**config.mk**
```make
export PLATFORM = sky130hd
export DESIGN_NAME = lstm_output_head
export DESIGN_NICKNAME = d
export VERILOG_FILES = /design/src/rtl/lstm_pkg.sv /design/src/rtl/lstm_out_fifo.sv /design/src/rtl/lstm_output_head.sv
export SDC_FILE = /design/constraint.sdc
export NUM_CORES = 1
export LEC_CHECK = 0
export ABC_AREA = 1
export CAP_MARGIN = 15
export CORE_ASPECT_RATIO = 1.4
export CORE_MARGIN = 8
export CORE_UTILIZATION = 55
export CTS_BUF_LIST = sky130_fd_sc_hd__clkbuf_8
export DETAILED_ROUTE_END_ITERATION = 7
export HOLD_SLACK_MARGIN = 0.05
export PLACE_DENSITY = 0.73
export SLEW_MARGIN = 20
export SYNTH_ARGS = -nofsm -noshare
export SYNTH_HDL_FRONTEND = slang
export SYNTH_HIERARCHICAL = 1
export SYNTH_SLANG_ARGS = --single-unit
```
**constraint.sdc**
```tcl
create_clock -name clk -period 8.2 [get_ports clk]
set_input_delay 1.23 -clock clk [delete_from_list [all_inputs] [get_ports clk]]
set_output_delay 1.23 -clock clk [all_outputs]
set_load 0.03 [all_outputs]
```
**src/rtl/lstm_pkg.sv**
```systemverilog
// Shared definitions for the LSTM output head.
//   DEF_WIDTH / DEF_FRAC : default data width and fractional bits
//   fifo_entry_t         : one queued result {data, last}
//   sat_w                : clamps a wide signed value to a signed width
package lstm_pkg;

  localparam int DEF_WIDTH = 16;
  localparam int DEF_FRAC  = 12;

  typedef struct packed {
    logic signed [DEF_WIDTH-1:0] data;
    logic                        last;
  } fifo_entry_t;

  function automatic logic signed [63:0] sat_w(input logic signed [63:0] value,
                                               input int                 width);
    logic signed [63:0] hi;
    logic signed [63:0] lo;
    hi = (64'sd1 <<< (width - 1)) - 64'sd1;
    lo = -hi - 64'sd1;
    if (value > hi) return hi;
    if (value < lo) return lo;
    return value;
  endfunction

endpackage

```
**src/rtl/lstm_out_fifo.sv**
```systemverilog
// First-word-fall-through FIFO with a registered head.
//   clk, rst   : clock, asynchronous active-high reset
//   i_wr_en    : write request (accepted when not full, or when full and popping)
//   i_wr_data  : entry to write
//   i_rd_ready : consumer takes the head when the FIFO is not empty
//   o_rd_data  : registered head entry; holds its last value while empty
//   o_level    : number of stored entries
//   o_full     : level == DEPTH
//   o_empty    : level == 0 (the head is valid whenever this is low)
module lstm_out_fifo #(
  parameter int ENTRY_W = 17,
  parameter int DEPTH   = 8
) (
  input  logic                       clk,
  input  logic                       rst,
  input  logic                       i_wr_en,
  input  logic [ENTRY_W-1:0]         i_wr_data,
  input  logic                       i_rd_ready,
  output logic [ENTRY_W-1:0]         o_rd_data,
  output logic [$clog2(DEPTH):0]     o_level,
  output logic                       o_full,
  output logic                       o_empty
);
  localparam int AW = $clog2(DEPTH);
  localparam int LW = AW + 1;
  localparam logic [LW-1:0] CNT_ONE = {{(LW-1){1'b0}}, 1'b1};
  localparam logic [LW-1:0] CNT_MAX = LW'(DEPTH);

  logic [ENTRY_W-1:0] r_mem [DEPTH];
  logic [AW-1:0]      r_wr_ptr;
  logic [AW-1:0]      r_rd_ptr;
  logic [LW-1:0]      r_count;
  logic [ENTRY_W-1:0] r_head;

  logic               w_pop;
  logic               w_push;
  logic               w_bypass;
  logic [AW-1:0]      w_rd_nxt;
  logic [LW-1:0]      w_count_nxt;

  assign o_empty   = (r_count == '0);
  assign o_full    = (r_count == CNT_MAX);
  assign o_level   = r_count;
  assign o_rd_data = r_head;

  assign w_pop    = !o_empty && i_rd_ready;
  // A pop frees the slot the write needs, so a full FIFO still accepts.
  assign w_push   = i_wr_en && (!o_full || w_pop);
  assign w_rd_nxt = r_rd_ptr + AW'(w_pop);
  // The written entry becomes the head when nothing older survives this cycle.
  assign w_bypass = w_push && (o_empty || ((r_count == CNT_ONE) && w_pop));

  always_comb begin
    w_count_nxt = r_count;
    if (w_push && !w_pop)      w_count_nxt = r_count + CNT_ONE;
    else if (!w_push && w_pop) w_count_nxt = r_count - CNT_ONE;
  end

  always_ff @(posedge clk or posedge rst) begin
    if (rst) begin
      r_wr_ptr <= '0;
      r_rd_ptr <= '0;
      r_count  <= '0;
      r_head   <= '0;
    end else begin
      if (w_push) r_wr_ptr <= r_wr_ptr + AW'(1'b1);
      r_rd_ptr <= w_rd_nxt;
      r_count  <= w_count_nxt;
      if (w_count_nxt != '0) r_head <= w_bypass ? i_wr_data : r_mem[w_rd_nxt];
    end
  end

  always_ff @(posedge clk) begin
    if (w_push) r_mem[r_wr_ptr] <= i_wr_data;
  end

endmodule

```
**src/rtl/lstm_output_head.sv**
```systemverilog
// Output head behind the final LSTM layer: out = sat(round(weight*y) + bias),
// tagged with sequence-end flags and buffered behind a valid/ready port.
//   clk, rst                    : clock, asynchronous active-high reset
//   weight/bias/seq_len (+valid): configuration, loaded on their strobes
//   last_only                   : 1 = keep only the last step of each sequence
//   y_in, y_in_valid            : sample stream, no backpressure
//   out_data/out_last/out_valid : FIFO head, popped by out_ready
//   overflow, overflow_clr      : sticky drop flag and its clear
//   level                       : FIFO occupancy
module lstm_output_head
  import lstm_pkg::*;
#(
  parameter int WIDTH = DEF_WIDTH,
  parameter int FRAC  = DEF_FRAC,
  parameter int DEPTH = 8,
  parameter int SEQ_W = 8
) (
  input  logic                   clk,
  input  logic                   rst,
  input  logic [WIDTH-1:0]       weight,
  input  logic                   weight_valid,
  input  logic [WIDTH-1:0]       bias,
  input  logic                   bias_valid,
  input  logic [SEQ_W-1:0]       seq_len,
  input  logic                   seq_len_valid,
  input  logic                   last_only,
  input  logic [WIDTH-1:0]       y_in,
  input  logic                   y_in_valid,
  output logic [WIDTH-1:0]       out_data,
  output logic                   out_last,
  output logic                   out_valid,
  input  logic                   out_ready,
  output logic                   overflow,
  input  logic                   overflow_clr,
  output logic [$clog2(DEPTH):0] level
);
  localparam int PROD_W = 2 * WIDTH;
  // Two guard bits over the full product: rounding and bias never wrap.
  localparam int ACC_W  = 2 * WIDTH + 2;
  localparam logic signed [WIDTH-1:0] W_ONE   = {{(WIDTH-1){1'b0}}, 1'b1} << FRAC;
  localparam logic signed [ACC_W-1:0] HALF    = {{(ACC_W-1){1'b0}}, 1'b1} << (FRAC - 1);
  localparam logic [SEQ_W-1:0]        SEQ_ONE = {{(SEQ_W-1){1'b0}}, 1'b1};

  logic signed [WIDTH-1:0]  r_weight;
  logic signed [WIDTH-1:0]  r_bias;
  logic [SEQ_W-1:0]         r_seq_len;
  logic [SEQ_W-1:0]         r_step;
  logic                     r_vld_p1;
  logic                     r_vld_p2;
  logic                     r_overflow;
  logic signed [PROD_W-1:0] r_prod_p1;
  logic signed [WIDTH-1:0]  r_bias_p1;
  logic                     r_last_p1;
  logic                     r_keep_p1;
  logic [WIDTH-1:0]         r_data_p2;
  logic                     r_last_p2;
  logic                     r_keep_p2;

  logic [SEQ_W-1:0]         w_eff_len;
  logic                     w_last;
  logic signed [PROD_W-1:0] w_prod;
  logic signed [ACC_W-1:0]  w_rnd;
  logic signed [ACC_W-1:0]  w_sum;
  logic signed [63:0]       w_sum64;
  logic                     w_wr;
  logic                     w_full;
  logic                     w_empty;
  logic                     w_drop;
  logic [WIDTH:0]           w_rd_data;

  assign w_eff_len = (r_seq_len == '0) ? SEQ_ONE : r_seq_len;
  assign w_last    = (r_step == (w_eff_len - SEQ_ONE));
  assign w_prod    = PROD_W'(r_weight) * PROD_W'($signed(y_in));

  assign w_rnd   = (ACC_W'(r_prod_p1) + HALF) >>> FRAC;
  assign w_sum   = w_rnd + ACC_W'(r_bias_p1);
  assign w_sum64 = 64'(w_sum);

  assign w_wr   = r_vld_p2 && r_keep_p2;
  assign w_drop = w_wr && w_full && !(out_valid && out_ready);

  always_ff @(posedge clk or posedge rst) begin
    if (rst) begin
      r_weight   <= W_ONE;
      r_bias     <= '0;
      r_seq_len  <= SEQ_ONE;
      r_step     <= '0;
      r_vld_p1   <= 1'b0;
      r_vld_p2   <= 1'b0;
      r_overflow <= 1'b0;
    end else begin
      if (weight_valid) r_weight  <= weight;
      if (bias_valid)   r_bias    <= bias;
      if (seq_len_valid) begin
        r_seq_len <= seq_len;
        r_step    <= '0;
      end else if (y_in_valid) begin
        r_step <= w_last ? '0 : r_step + SEQ_ONE;
      end
      r_vld_p1 <= y_in_valid;
      r_vld_p2 <= r_vld_p1;
      if (w_drop)            r_overflow <= 1'b1;
      else if (overflow_clr) r_overflow <= 1'b0;
    end
  end

  always_ff @(posedge clk) begin
    // S1: product, sequence tag and the keep decision captured with the sample
    if (y_in_valid) begin
      r_prod_p1 <= w_prod;
      r_bias_p1 <= r_bias;
      r_last_p1 <= w_last;
      r_keep_p1 <= !last_only || w_last;
    end
    // S2: round half up, add bias, saturate
    if (r_vld_p1) begin
      r_data_p2 <= WIDTH'(sat_w(w_sum64, WIDTH));
      r_last_p2 <= r_last_p1;
      r_keep_p2 <= r_keep_p1;
    end
  end

  lstm_out_fifo #(
    .ENTRY_W (WIDTH + 1),
    .DEPTH   (DEPTH)
  ) u_fifo (
    .clk        (clk),
    .rst        (rst),
    .i_wr_en    (w_wr),
    .i_wr_data  ({r_data_p2, r_last_p2}),
    .i_rd_ready (out_ready),
    .o_rd_data  (w_rd_data),
    .o_level    (level),
    .o_full     (w_full),
    .o_empty    (w_empty)
  );

  assign out_data  = w_rd_data[WIDTH:1];
  assign out_last  = w_rd_data[0];
  assign out_valid = !w_empty;
  assign overflow  = r_overflow;

endmodule
```
==> out/summary.txt <==
Largest net degree at the start of global routing = 87
Number of cells on the worst hold path = 0
Crit Path Category = primary input to flip-flop
H-tree levels = 2
Clock Tree Root = clkbuf_8
Worst path depth = 22
Detailed Route Iter0 Violations = 1019
Clk slew on worst S/H paths = 0.06 ns
Initial antenna violation count = 1
Via density = 5.28
Max-Cap Viols = 0
Total CTS buffers = 43
First-pass GRT wire length = 91.0 mm
Synthesis Warnings = 6
Final hold vios = 0
NumNets Final = 3110
Worst path max stage delay = 0.91 ns
CP Max Fanout = 16
CTS Hold Buffers Added = 0
Layout cells sized above 1 = 5.61%
Wire per inst = 17.1 um
Critical Path Source Type = primary input
Mapped Cells = 2620
Post-DP HPWL = 42.5 mm
Initial Utilization = 55.3%
GRT Util Overall = 23.3%
Vias in the first global route = 18600
CTS max path bufs = 3
Die W = 189 um
Post-route ant nets = 0
Rows = 89
Buf+Inv Stages, Crit Path = 6
Critical Path End Type = flip-flop
Worst-path cell chain = clkdlybuf4s50_1, nand2_1, inv_1, fa_1, fa_1, inv_1, fa_1, inv_1, fa_1, fa_1, inv_1, fa_1, inv_1, ha_1, a21oi_1, nor2_1, nor2_1, o221ai_1, nor2_1, nand2_1, nand2_1, nand2_1
Worst path most repeated cell = fa_1
Filler cells = 3609
Post-Syn Area = 23100 um2
Vert. Die Dim = 259 um
Distinct cells, synth = 46
Skew final = 0.0296 ns
Die area = 49000 um2
Worst-margin pin slew = 1.02 ns
Core Area = 41900 um2
#FFs+latches synth = 271
Gpl congestion = 0.957
GR Util met2 = 43.7%
HP Class = flip-flop to flip-flop
Period utilization = 86.0%
DRC Markers = 0
Gr busiest metal = met2
Post-CTS Repair Setup Buffers = 0
Worst path slowest cell = clkdlybuf4s50_1
M1 GR Usage = 24.5%
Via count = 17200
Worst reg2reg path depth = 21
Max-slew headroom = 31.5%
PostCTS Resize Cnt = 0
Drt total wl = 55.5 mm
TritonCTS clock tree = yes
Area Growth Syn to Fin = 9.57%
RSZ-0062 raised after global routing = false
CP required = 8.54 ns
Mean Syn Cell Area = 8.83 um2
Synthesized net count = 3056
Sequential-to-total area share from yosys stat = 33.5%
Met3 GRT Util = 3.16%
Setup violators final = 0
Setup TNS = 0 ns
Top Ports = 88
Fmax achieved = 142 MHz
Pre-Repair DR Iteration Count = 5
Top delay family on crit path = adder cells
Run status = finished clean
Clk_lat worst skew = 0.59 ns
Slew Limit Fails = 0
Overflow after GRT = 0
Port Buf Inserts = 87
Crit path arrival time = 7.39 ns
Sinks on Clock Net = 271
Min Tclk post-route = 7.05 ns
[metal layers]
| layer | wire (um) | vias to the layer above |
|---|---|---|
| met1 | 19700 | 8289 |
| met5 | 0 | - |
| met2 | 29700 | 590 |
| met4 | 3380 | 0 |
| met3 | 2710 | 207 |
| li1 | - | 8104 |
[worst register-to-register path, delay by kind of cell, from the launching register on]
family | cells | cell delay (ns)
and+or+nand+nor | 7 | 0.89
DFF | 1 | 0.77
buffers and inverters | 5 | 0.47
adders and majority gates | 7 | 3.74
AOI/OAI and AO/OA | 2 | 0.33
[through the flow]
step           instances  utilization (%)  worst slack [ns]  cell area [um2]  hold slack, ns
2_1_floorplan       2620                -              1.54            23100           0.400
3_3_place_gp        3175             58.3             0.588            24400           0.428
3_5_place_dp        3175             58.3             0.623            24400           0.428
4_1_cts             3255             60.5              1.25            25400           0.444
5_1_grt             3256             60.6             0.880            25400           0.471
6_report            3256             60.6              1.15            25400           0.442
[state kept, by name, indices dropped and copies added (netlist names), 8 cells and up]
register	cells
u_fifo/o_rd_data	17
r_seq_len	8
r_step	8
r_bias	16
r_bias_p1	16
r_weight	16
r_data_p2	16
u_fifo/r_mem	136
r_prod_p1	21
[synth_stat cells (all sizes together)]
library cell | instances | area (um2)
nand2 | 634 | 2410
a211oi | 1 | 7.51
o221ai | 1 | 8.76
o21ai | 126 | 631
inv | 577 | 2170
and2 | 1 | 6.26
nor3 | 19 | 105
mux2 | 29 | 327
nor4 | 3 | 33.8
xnor2 | 26 | 228
xor2 | 49 | 437
dfrtp | 76 | 1900
a21oi | 71 | 355
nand4 | 17 | 106
fa | 262 | 5250
a21o | 4 | 30.0
dfstp | 2 | 52.6
nor2 | 202 | 806
buf | 20 | 123
clkbuf | 79 | 297
edfxtp | 193 | 5800
ha | 109 | 1360
and3 | 1 | 6.26
o31ai | 1 | 7.51
o2111ai | 1 | 8.76
nand3 | 78 | 415
a31oi | 18 | 113
o211ai | 3 | 22.5
a221oi | 1 | 8.76
or2 | 2 | 12.5
o21bai | 7 | 52.6
nand3b | 7 | 52.6
[final cells by class]
class / instances / area, um2 / share of cell area [%]
timing repair buffer: 108 / 1020 / 4.04
multi-input combinational: 1673 / 12800 / 50.5
inverter: 577 / 2170 / 8.54
tap: 546 / 683 / 2.69
clock inverter: 32 / 262 / 1.03
sequential: 271 / 7750 / 30.6
antenna: 1 / 2.50 / 0.00987
clock buffer: 48 / 661 / 2.61
[final timing paths]
kind | from | end | slack, ns
max in group asynchronous | rst | r_weight[13] | 6.44
setup / recovery | y_in[3] | r_prod_p1[30] | 1.15
setup reg to reg | r_weight[15] | r_prod_p1[30] | 1.76
min in group asynchronous | rst | u_fifo/r_wr_ptr[0] | 1.09
hold / removal | r_bias[14] | r_bias_p1[14] | 0.44
hold reg to reg | r_bias[14] | r_bias_p1[14] | 0.44
[cell families (layout without fill, tap and decap cells)]
group	count (synthesis)	in the layout	synth area share (%)
buffers and inverters	676	765	11.2
AND/OR/NAND/NOR	964	964	17.1
adder cells (fa/ha/maj)	371	371	28.6
AO/OA/AOI/OAI	234	234	5.38
other	0	1	0
multiplexers	29	29	1.41
flip-flops	271	271	33.5
XOR/XNOR	75	75	2.87
[placed cells by master, fill, tap and decap left out, types with 71 or more instances in the layout]
cell             netlist  layout
a21oi_1               71      71
clkdlybuf4s50_1        0      86
dfrtp_1               76      76
edfxtp_1             193     193
fa_1                 262     262
ha_1                 109     108
inv_1                573     585
nand2_1              622     622
nand3_1               73      73
nor2_1               196     196
o21ai_0               85      85
Power is left out: the tool's default activity adds up to more than one toggle a clock period on the data nets, which glitch-free logic cannot reach.
==> RTL edit 1: new RTL, same flow settings <==
The parameter `SEQ_W` goes from 8 to 9.
--- a/src/rtl/lstm_output_head.sv
+++ b/src/rtl/lstm_output_head.sv
@@ -15,3 +15,3 @@
   parameter int DEPTH = 8,
-  parameter int SEQ_W = 8
+  parameter int SEQ_W = 9
 ) (
Interface: changed (resized seq_len); port bits go from 88 to 89. No check against the original RTL was run, so the function may have changed too.
==> RTL edit 1 against the unedited design <==
Maximum frequency fell by 2.9%. Synthesized area increased by 0.93%. Wire length increased by 4.4%. First-iteration DRC count grew 7.7%. Sequential cell count up 2. Final area is 0.71% higher. Synthesized cell count rose by 1.6%. Worst setup slack got worse by 0.21 ns.
Power is left out: the tool's default activity adds up to more than one toggle a clock period on the data nets, which glitch-free logic cannot reach.
==> RTL edit 1: results (changes against the unedited design) <==
| Group | Quantity | This run | Change |
|:---|:---|:---|:---|
| grt | Number of global-route vias before repair | 18748 | +0.95% |
| place | Number of placed instances with taps included | 3215 | +1.3% |
| synth | Portion of the post-synthesis area used by sequential elements | 33.40% | -0.094 points |
| worst setup path | First element of the critical path | y_in[2] |  |
| cells and area | Share of cells above drive strength 1 | 5.822% | +0.21 points |
| grt | Global routing met3 resource utilization | 2.895% | -0.27 points |
| synth | Fraction of synthesized cell area in xor and xnor cells | 2.657% | -0.21 points |
| hold path | Worst Hold End | r_last_p2 |  |
| route | Initial DRC count | 1097 | +7.7% |
| clock network | Largest buffer count on any clock path | 3 | unchanged |
| grt | Largest net degree at the start of global routing | 58 | -33% |
| place | Routability congestion estimate | 0.9098 | -5.0% |
| run status | Status | finished, final reports clean |  |
| place | Detailed placer's ending HPWL | 44120 um | +3.7% |
| worst setup path | Critical Path AT | 7.60 ns | +0.21 ns |
| place | Port Buffers | 88 | +1.1% |
| clock network | Source-to-sink clock delay at the later pin of the worst-skew pair | 0.61 ns | +0.02 ns |
| worst setup path | Worst Reg-to-Reg Cells | 18 | -14% |
| cells and area | Largest register FFs | 136 | unchanged |
| hold path | Start point of the worst min-delay path | r_last_p1 |  |
| worst setup path | Worst reg2reg setup slack | 1.72 ns | -0.04 ns |
| synth | Compound-cell area share of the yosys netlist | 5.213% | -0.17 points |
| grt | Met2 track demand over resource | 45.15% | +1.4 points |
| route | Mean number of vias per cell | 5.309 | +0.56% |
| synth | Number of distinct library cells after synthesis | 55 | +20% |
| synth | Share of async-settable or async-resettable flops after synthesis | 29.30% | +0.52 points |
| grt | Wire length of the first global-routing pass | 94410 um | +3.8% |
| cells and area | Fill cells | 3585 | -0.67% |
| route | Routed wire length per instance | 17.59 um | +3.2% |
| synth | Largest cells by area after synthesis | sky130_fd_sc_hd__edfxtp_1, sky130_fd_sc_hd__fa_1, sky130_fd_sc_hd__nand2_1 |  |
| synth | Mapped Nets | 3099 | +1.4% |
| sta | Skew final | 0.03902 ns | +0.009461 ns |
| grt | Total track usage | 24.14% | +0.85 points |
| synth | Multiplexer share of the synthesized area | 1.398% | -0.013 points |
| sta | Transition time of the tightest slew-check pin | 0.9509 ns | -0.07396 ns |
| synth | Adder-cell share of the synthesized area | 28.30% | -0.26 points |
| route | DRT Pass-1 Iters | 7 | +2 |
| grt | GRT met1 Usage | 26.50% | +2.0 points |
-- RTL edit 1: changes by cell type after synthesis, moves of 4 or more --
cell	unedited run	this run
sky130_fd_sc_hd__nand2_1	622	665
sky130_fd_sc_hd__o21ai_1	41	16
sky130_fd_sc_hd__o21ai_0	85	101
sky130_fd_sc_hd__nand3_1	73	58
sky130_fd_sc_hd__nor2_1	196	205
sky130_fd_sc_hd__inv_1	573	579
sky130_fd_sc_hd__nand2_2	11	16
sky130_fd_sc_hd__nor3b_1	0	4
sky130_fd_sc_hd__xor2_1	48	44
-- RTL edit 1: cell type report --
class | count | area, sq um | share of cell area, %
well taps | 546 | 683.2 | 2.676
flip-flops and latches | 273 | 7800 | 30.55
diodes | 1 | 2.502 | 0.009801
clock inverters | 32 | 251.5 | 0.9850
repair buffers | 106 | 1011 | 3.960
clock buffers | 47 | 646.9 | 2.534
multi-input cells | 1708 | 12950 | 50.73
inverters | 582 | 2185 | 8.556
-- RTL edit 1: through the flow --
step	hold WS, ns	utilization (%)	setup WS (ns)	cell area, sq um
after floorplan	0.4003	-	1.592	23350
after global placement	0.4032	58.67	0.4264	24630
after detailed placement	0.4187	58.67	0.4338	24630
after CTS	0.4224	60.81	1.043	25530
after global routing	0.4425	60.82	0.5215	25530
final	0.4089	60.82	0.9315	25530
-- RTL edit 1: kinds of logic after synthesis --
kind of cell	Yosys count
buf+inv	681
fa+ha+maj	371
xor+xnor	70
flops	273
simple gates	1012
compound gates	226
mux	29
-- RTL edit 1: per-layer routing --
metal | part of all wire [%] | routed length (um) | vias up
li1 | - | - | 8200
met1 | 37 | 21340 | 8617
met2 | 54 | 31230 | 489
met3 | 4.1 | 2364 | 188
met4 | 5.2 | 3031 | 0
met5 | 0 | 0 | -
-- RTL edit 1: critical path, cell delays in order --
cell and delay (ns):
sky130_fd_sc_hd__clkdlybuf4s50_1 0.96, sky130_fd_sc_hd__nand2_1 0.18, sky130_fd_sc_hd__inv_1 0.12, sky130_fd_sc_hd__fa_1 0.58, sky130_fd_sc_hd__fa_1 0.86, sky130_fd_sc_hd__fa_1 0.52, sky130_fd_sc_hd__fa_1 0.52, sky130_fd_sc_hd__fa_1 0.51
sky130_fd_sc_hd__inv_1 0.06, sky130_fd_sc_hd__fa_1 0.47, sky130_fd_sc_hd__inv_1 0.04, sky130_fd_sc_hd__ha_1 0.37, sky130_fd_sc_hd__nand2_1 0.11, sky130_fd_sc_hd__nor2_1 0.12, sky130_fd_sc_hd__inv_1 0.10, sky130_fd_sc_hd__nor3_1 0.37
sky130_fd_sc_hd__nand3b_1 0.25, sky130_fd_sc_hd__nand3_1 0.14, sky130_fd_sc_hd__nand2_1 0.08
==> RTL edit 2: new RTL, same settings <==
Without the edit above. Compare `r_count` against `CNT_MAX` with >= in place of ==.
--- a/src/rtl/lstm_out_fifo.sv
+++ b/src/rtl/lstm_out_fifo.sv
@@ -41,3 +41,3 @@
   assign o_empty   = (r_count == '0);
-  assign o_full    = (r_count == CNT_MAX);
+  assign o_full    = (r_count >= CNT_MAX);
   assign o_level   = r_count;
Formal check against the unedited RTL: same outputs for any inputs over 4 cycles, from zero or initial values and one cycle with rst high; that may be too few to reach the edited logic, so the function may still have changed.
==> RTL edit 2 against the unedited design <==
Final area is 0.41% higher. Synthesized area rose by 0.32%. Count of clock-buffer cells in the layout did not move. Via count is 0.90% lower. Sequential cell count stayed put. Wire length rose by 0.59%. Utilization up 0.25 points. Worst hold slack worse by 0.0072 ns. Global-route usage rose by 0.24 points. Clock skew decreased by 0.0036 ns. Non-clock buffer count increased by 11. Worst setup slack got worse by 0.16 ns. Critical endpoint is now r_prod_p1[28]. Largest cell class unchanged.
Power is not shown: default switching activity piles up to over one toggle a cycle in this logic, so the estimate is an artifact.
==> RTL edit 2: results (changes against the unedited design) <==
| Group | Quantity | This run | Change |
|:---|:---|:---|:---|
| cells and area | Largest register FFs | 136 | unchanged |
| synth | Commonest cells in the netlist | sky130_fd_sc_hd__nand2_1, sky130_fd_sc_hd__inv_1, sky130_fd_sc_hd__fa_1 |  |
| route | Initial DRC count | 853 | -16% |
| synth | Number of enable-type register cells in the synthesized netlist | 193 | unchanged |
| route | Met2 layer wire length in the routed design | 30680 um | +3.2% |
| place | Detailed placer's ending HPWL | 43670 um | +2.7% |
| clock network | Number of buffers created by CTS | 44 | +2.3% |
| sta | Skew final | 0.02593 ns | -0.003631 ns |
| route | Routed wire length per instance | 17.20 um | +0.87% |
| run status | Status | finished, final reports clean |  |
| hold path | Number of cells on the worst hold path | 0 | unchanged |
| clock network | CTS clk-pin slew, worst paths | 0.06 ns | about the same |
| synth | Synthesized area divided by synthesized cell count | 8.924 sq um | +1.1% |
| synth | Largest cells by area after synthesis | sky130_fd_sc_hd__edfxtp_1, sky130_fd_sc_hd__fa_1, sky130_fd_sc_hd__nand2_1 |  |
| grt | Total track usage | 23.53% | +0.24 points |
| route | Routed metal-1 wirelength | 19910 um | +0.97% |
| cells and area | Share of cells above drive strength 1 | 6.667% | +1.1 points |
| route | Detailed-route via count | 17035 | -0.90% |
| grt | Number of global-route vias before repair | 18357 | -1.2% |
| worst setup path | Worst Reg-to-Reg Cells | 20 | -4.8% |
| clock network | Source-to-sink clock delay at the later pin of the worst-skew pair | 0.59 ns | about the same |
| worst setup path | Worst reg2reg setup slack | 1.64 ns | -0.12 ns |
| synth | Mapped Nets | 3037 | -0.62% |
| worst setup path | Crit path max-delay family | adder cells |  |
| synth | Portion of the post-synthesis area used by sequential elements | 33.39% | -0.11 points |
| worst setup path | Critical Path AT | 7.53 ns | +0.14 ns |
| route | Metal3 WL | 2555 um | -5.8% |
| grt | Largest net degree at the start of global routing | 71 | -18% |
| cells and area | Nets | 3101 | -0.29% |
| grt | Wire length of the first global-routing pass | 91900 um | +0.99% |
| worst setup path | Longest individual stage delay on the worst path | 0.94 ns | +0.03 ns |
| place | Number of placed instances with taps included | 3165 | -0.31% |
| route | Detailed-route wire length | 55850 um | +0.59% |
| place | Routability congestion estimate | 0.8932 | -6.7% |
| sta | Worst slew margin | 38.25% | +6.8 points |
| synth | Ys flop type | sky130_fd_sc_hd__edfxtp_1 |  |
-- RTL edit 2: cell types whose count changed after synthesis, moves of 5 or more --
cell | before | now
sky130_fd_sc_hd__nand3_1 | 73 | 96
sky130_fd_sc_hd__o21ai_0 | 85 | 105
sky130_fd_sc_hd__inv_1 | 573 | 559
sky130_fd_sc_hd__a31oi_1 | 18 | 3
sky130_fd_sc_hd__o211ai_1 | 3 | 34
sky130_fd_sc_hd__nand3b_1 | 7 | 12
sky130_fd_sc_hd__xor2_1 | 48 | 42
sky130_fd_sc_hd__a21oi_1 | 71 | 51
sky130_fd_sc_hd__nor2_2 | 3 | 14
sky130_fd_sc_hd__nand2_1 | 622 | 597
sky130_fd_sc_hd__o21ai_1 | 41 | 5
-- RTL edit 2: through the flow --
step | cell area (sq um) | setup WS, ns | util (%) | hold slack, ns
after floorplan | 23210 | 1.539 | - | 0.4003
after global placement | 24570 | 0.5317 | 58.68 | 0.4239
after detailed placement | 24570 | 0.4299 | 58.68 | 0.4314
after CTS | 25450 | 1.062 | 60.79 | 0.4378
after global routing | 25460 | 0.7362 | 60.80 | 0.4483
final | 25460 | 0.9902 | 60.80 | 0.4349
-- RTL edit 2: cell families (layout without fill, tap and decap cells) --
kind of cell	Yosys count	after routing	synth area share, %
AOI/OAI and AO/OA	215	215	5.320
xor gates and xnor gates	73	73	2.868
adders and majority gates	371	371	28.47
buffers and inverters	668	767	11.04
DFF	271	271	33.39
muxes	28	28	1.358
other	0	1	0
and+or+nand+nor	975	975	17.56
-- RTL edit 2: per-layer routing --
layer	track usage [%]	up-vias
li1	-	8102
met1	24.46	8312
met2	45.22	462
met3	3.495	159
met4	11.47	0
met5	0	-
-- RTL edit 2: cell type report --
| class | instances | area (sq um) |
|---|---|---|
| repair buffers | 119 | 1106 |
| inverters | 567 | 2128 |
| flip-flops and latches | 271 | 7750 |
| multi-input cells | 1662 | 12900 |
| fillers | 3667 | 16410 |
| clock buffers | 48 | 660.6 |
| diodes | 1 | 2.502 |
| clock inverters | 33 | 224.0 |
| well taps | 546 | 683.2 |
-- RTL edit 2: worst paths after layout --
kind	end	startpoint
worst max-delay path	r_prod_p1[28]	y_in[5]
worst min-delay path	r_bias_p1[15]	r_bias[15]
worst max register to register	r_prod_p1[28]	r_weight[15]
worst min register to register	r_bias_p1[15]	r_bias[15]
max in group asynchronous	r_weight[6]	rst
min in group asynchronous	overflow	rst
